`src/rtl/lc3_mem_pkg.sv`:
```
// Shared types and defaults for the LC-3 memory-port initiator.
package lc3_mem_pkg;

    localparam int unsigned AddrW          = 16;
    localparam int unsigned DataW          = 16;
    localparam int unsigned TimeoutDefault = 16;

    typedef enum logic [1:0] {
        StIdle,
        StAccess,
        StDone
    } state_e;

endpackage

```
`src/rtl/lc3_timeout_ctr.sv`:
```
// Saturating read-timeout counter; expired_o goes high on the last allowed ACCESS edge.
module lc3_timeout_ctr #(
    parameter int unsigned TIMEOUT_CYCLES = 16
) (
    input  logic clk,
    input  logic reset,
    input  logic clear_i,
    input  logic enable_i,
    output logic expired_o
);

    localparam int unsigned CntW = $clog2(TIMEOUT_CYCLES);
    localparam logic [CntW-1:0] CntMax = CntW'(TIMEOUT_CYCLES - 1);

    logic [CntW-1:0] cnt_q, cnt_d;

    assign expired_o = (cnt_q == CntMax);

    always_comb begin
        cnt_d = cnt_q;
        if (clear_i) begin
            cnt_d = '0;
        end else if (enable_i && !expired_o) begin
            cnt_d = cnt_q + 1'b1;
        end
    end

    always_ff @(posedge clk or posedge reset) begin
        if (reset) begin
            cnt_q <= '0;
        end else begin
            cnt_q <= cnt_d;
        end
    end

endmodule

```
`src/rtl/lc3_mem_ctrl.sv`:
```
// LC-3 main-memory initiator: one load/store at a time, registered strobes, bounded reads.
module lc3_mem_ctrl
    import lc3_mem_pkg::*;
#(
    parameter int unsigned TIMEOUT_CYCLES = TimeoutDefault,
    parameter int unsigned AW             = AddrW,
    parameter int unsigned DW             = DataW
) (
    input  logic          clk,
    input  logic          reset,
    input  logic          req,
    input  logic          we,
    input  logic [AW-1:0] addr,
    input  logic [DW-1:0] wdata,
    output logic [DW-1:0] rdata,
    output logic          done,
    output logic          err,
    output logic          busy,
    output logic          MIO_EN,
    output logic          R_W,
    output logic [AW-1:0] mem_a,
    output logic [DW-1:0] mem_din,
    input  logic [DW-1:0] mem_dout,
    input  logic          mem_R
);

    state_e        state_q, state_d;
    logic          we_q, we_d;
    logic [AW-1:0] addr_q, addr_d;
    logic [DW-1:0] wdata_q, wdata_d;
    logic [DW-1:0] rdata_q, rdata_d;
    logic          err_q, err_d;
    logic          expired;
    logic          ctr_clear;
    logic          ctr_enable;

    assign ctr_clear  = (state_q == StIdle);
    assign ctr_enable = (state_q == StAccess) && !we_q && !mem_R;

    lc3_timeout_ctr #(
        .TIMEOUT_CYCLES(TIMEOUT_CYCLES)
    ) u_timeout_ctr (
        .clk      (clk),
        .reset    (reset),
        .clear_i  (ctr_clear),
        .enable_i (ctr_enable),
        .expired_o(expired)
    );

    always_comb begin
        state_d = state_q;
        we_d    = we_q;
        addr_d  = addr_q;
        wdata_d = wdata_q;
        rdata_d = rdata_q;
        err_d   = err_q;
        unique case (state_q)
            StIdle: begin
                err_d = 1'b0;
                if (req) begin
                    we_d    = we;
                    addr_d  = addr;
                    wdata_d = wdata;
                    state_d = StAccess;
                end
            end
            StAccess: begin
                // Writes take exactly one edge; reads wait for ready or the timeout.
                if (we_q) begin
                    err_d   = 1'b0;
                    state_d = StDone;
                end else if (mem_R) begin
                    rdata_d = mem_dout;
                    err_d   = 1'b0;
                    state_d = StDone;
                end else if (expired) begin
                    err_d   = 1'b1;
                    state_d = StDone;
                end
            end
            StDone: begin
                err_d   = 1'b0;
                state_d = StIdle;
            end
            default: begin
                err_d   = 1'b0;
                state_d = StIdle;
            end
        endcase
    end

    always_ff @(posedge clk or posedge reset) begin
        if (reset) begin
            state_q <= StIdle;
            we_q    <= 1'b0;
            addr_q  <= '0;
            wdata_q <= '0;
            rdata_q <= '0;
            err_q   <= 1'b0;
        end else begin
            state_q <= state_d;
            we_q    <= we_d;
            addr_q  <= addr_d;
            wdata_q <= wdata_d;
            rdata_q <= rdata_d;
            err_q   <= err_d;
        end
    end

    assign MIO_EN  = (state_q == StAccess);
    assign done    = (state_q == StDone);
    assign busy    = (state_q != StIdle);
    assign err     = err_q;
    assign R_W     = we_q;
    assign mem_a   = addr_q;
    assign mem_din = wdata_q;
    assign rdata   = rdata_q;

endmodule

```
`config.mk`:
```
export PLATFORM = sky130hd
export DESIGN_NAME = lc3_mem_ctrl
export DESIGN_NICKNAME = d
export VERILOG_FILES = /design/src/rtl/lc3_mem_pkg.sv /design/src/rtl/lc3_timeout_ctr.sv /design/src/rtl/lc3_mem_ctrl.sv
export SDC_FILE = /design/constraint.sdc
export NUM_CORES = 1
export LEC_CHECK = 0
export BUFFER_PORTS_ARGS = -buffer_cell sky130_fd_sc_hd__buf_2
export CORE_MARGIN = 8
export CORE_UTILIZATION = 40
export DETAILED_ROUTE_END_ITERATION = 12
export HOLD_SLACK_MARGIN = 0.1
export PLACE_DENSITY = 0.76
export SLEW_MARGIN = 20
export SYNTH_ARGS = -nofsm -noshare
export SYNTH_HDL_FRONTEND = slang
export SYNTH_SLANG_ARGS = --single-unit
```
`constraint.sdc`:
```
create_clock -name clk -period 1.9 [get_ports clk]
set_input_delay 0.095 -clock clk [delete_from_list [all_inputs] [get_ports clk]]
set_output_delay 0.095 -clock clk [all_outputs]
set_load 0.02 [all_outputs]
```
==> impl_results.md <==
- Status: finished, final reports clean
- Reg2reg setup slack: 220 ps
- First-pass GRT wire length: 9597 µm
- Rel. slew slack: 54.77%
- Leak: ~1.7 nW
- Crit path DAT: 1860 ps
- Die W: 89.65 µm
- DR vias: 1737
- Crit path required time: 2080 ps
- Sw Share: 37.97%
- Mean Syn Cell Area: 15.39 µm²
- Reg clk slew, reported paths: ~90 ps
- Asr flop ratio synth: 100.0%
- Port bufs: 105
- Core box area: 5371 µm²
- Adder-cell area share of the yosys netlist: 0.5767%
- Main synth FF type: dfrtp_1
- Worst-case reg-to-reg path depth: 3
- Initial antenna violation count: 1
- Setup WS pre-CTS: 241.2 ps
- Setup TNS: 0 ps
- Synth unique cells: 24
- Worst path slowest cell: or4b_1
- Post-route cell area: 3423 µm²
- TritonCTS Sinks: 56
- Peak VDD IR: 0.9670 mV
- Main combinational cell family by area after synthesis: multiplexers
- Max Fanout on Critical Path: 7
- Placed Area: 2794 µm²
- Syn-to-layout area delta: 57.79%
- Synthesized instance count: about 140
- Detail Route Antenna Nets: 0
- R2R Path Start: R_W
- Final period util: 88.22%
- Grt ovf: 0
- Gpl congestion: around 0.72
- Setup Skew: 5.656 ps
- FP Rows: 27
- Endpoints failing setup: 0
- Total GRT Usage: approximately 16%
- Startpoint types: flip-flop
- Syn nets: 195
- XOR/XNOR Fraction of Synth Area: 0%
- Drt first pass iters: 4
- Register bit total from synthesis: 56
- # H-tree levels: 2
- Slew @ Worst Pin: ~680 ps
- Clk pwr share: 15.7%
- Min-delay src: mem_R
- Yosys warning count: 0
- P_sw: 2.018 mW
- Chip Height: 89.65 µm
- # nets final: ~350
- Min-delay worst type: in -> reg
- Setup CP Type: reg -> reg
- Vias in the first global route: roughly 2000
- Worst setup margin: approximately 220 ps
- Synth Area in Compound Gates: 1.903%
- CP Capture Type: flip-flop
- Initial Utilization: 40.39%
- CP Cell Sequence: or4b_1 -> o311ai_0 -> o31ai_1
- Clock Path Buffers: 2
- CTS root buffer: clkbuf_8
- Routed wire length: ~6000 µm
- Wire per inst: between 15 and 20 µm
- Seq pwr share: 38.1%
- Most frequent cells in the layout: 105 x buf_2, 56 x dfrtp_1, 50 x dlygate4sd3_1
- Critical Path Max Stage Delay: 650 ps
- RSZ-0062 raised after global routing: false
- Drt via density: 4.644
- Max-Cap Viols: 0
- Logic pwr share: a little under half
- Simple-Gate Fraction of Synth Area: 5.248%
- Clock Latency Late Sink: 300 ps
- Pwr dens: roughly 1600 nW/µm²
- Fin. max-slew vios: 0
- # Post-CTS Setup Buffers: 0
- WHS Endpoint: u_timeout_ctr.cnt_q[1]
- Share of post-route cells with drive strength above 1: 56.15%
- Synth Cell Area: 2170 µm²
- Post-synth EDFFs: 0
- Pint: 3.297 mW
- Tmin final: 1676 ps
- Detailed Place HPWL: about 3700 µm
- Worst r2r dst: u_timeout_ctr.cnt_q[3]
- Initial DRC Count: 48
- Commonest non-fill, non-tap cell in the layout: buf_2
- Mux contribution to synthesized area: between 20% and 30%
- Die area: 8036 µm²
- IO Pins: between 100 and 150
- Hold Path Cell Cnt: 4
- Post-synthesis sequential area ratio: between 60 and 70%
- Fmax: 596.6 MHz
- CTS buffer count: 5
- Final hold viol count: 0
- TritonCTS clock tree: built
- DRC: 0
- Maximum number of pins on one net before global-route repair: 57
- Fillers: 390
==> cell families (layout without fill, tap and decap cells) <==
group	after synthesis	in the layout
AO/OA/AOI/OAI	7	7
adder cells (fa/ha/maj)	1	1
buffers and inverters	10	170
flip-flops	56	56
multiplexers	49	49
other	0	1
AND/OR/NAND/NOR	18	18
==> per-layer routing <==
metal	share of wire (%)	global-route usage (%)	vias up	routed length (µm)
li1	-	-	816	-
met3	11	6.005	7	636
met2	52	28.48	72	3082
met4	1.1	4.532	0	66
met1	37	16.32	842	2187
met5	0	0	-	0
==> cell type report <==
| cell class | instances | area [µm²] | share of cell area [%] |
|---|---|---|---|
| Clock buffer | 7 | 96.34 | 2.814 |
| Antenna cell | 1 | 2.502 | 0.07310 |
| Multi-Input combinational cell | 75 | 719.4 | 21.02 |
| Sequential cell | 56 | 1401 | 40.94 |
| Clock inverter | 1 | 30.03 | 0.8772 |
| Tap cell | 72 | 90.09 | 2.632 |
| Timing Repair Buffer | 160 | 1076 | 31.43 |
| Inverter | 2 | 7.507 | 0.2193 |
==> per-stage QoR <==
stage | total power, mW | utilization, % | instances | hold WS [ps]
after floorplan | 3.550 | - | 141 | 246.6
after CTS | 5.338 | 63.69 | 373 | 129.3
after global placement | 4.353 | 52.01 | 315 | 325.7
final | 5.316 | 63.73 | 374 | 139.6
after global routing | 5.624 | 63.73 | 374 | 140.6
after detailed placement | 4.418 | 52.01 | 315 | 330.3
==> state kept, by name (all words and copies together), names as in the netlist <==
signal               count
mem_a                   16
mem_din                 16
rdata                   16
u_timeout_ctr.cnt_q      4
state_q                  2
R_W                      1
err                      1
==> critical path, delay by kind of cell, from the launching register on <==
| family | cells | cell delay (ps) |
|---|---|---|
| AOI/OAI and AO/OA | 2 | 490 |
| DFF | 1 | 420 |
| and+or+nand+nor | 1 | 650 |
==> worst max path at each step <==
| stage | cells past startpoint | end | start |
|---|---|---|---|
| after floorplan | 5 | rdata[0] | state_q[1] |
| after global placement | 3 | u_timeout_ctr.cnt_q[3] | R_W |
| after detailed placement | 3 | u_timeout_ctr.cnt_q[3] | R_W |
| after CTS | 3 | u_timeout_ctr.cnt_q[3] | R_W |
| after global routing | 3 | u_timeout_ctr.cnt_q[3] | R_W |
| final | 3 | u_timeout_ctr.cnt_q[3] | R_W |
==> power by group through the flow <==
stage	combinational [mW]	clock, mW	sequential [mW]
after detailed placement	2.38	0	2.03
after CTS	2.46	0.858	2.02
after global placement	2.35	0	2.01
after global routing	2.62	0.893	2.11
final	2.45	0.837	2.03
after floorplan	0.839	0	2.71
==> what timing repair did <==
action                    4_1_cts  5_1_grt
hold endpoints to repair      105        0
hold buffers                   50        0
resized for setup               0        0
==> synthesized netlist by cell type (all sizes together), types with 2 or more instances <==
cell type,count,share of area (%)
dfrtp,56,65
mux2,49,25
buf,7,1.7
nor2,4,0.69
a21oi,3,0.69
nor2b,3,0.87
inv,2,0.35
o21ai,2,0.46
(Power assumes the default switching activity.)
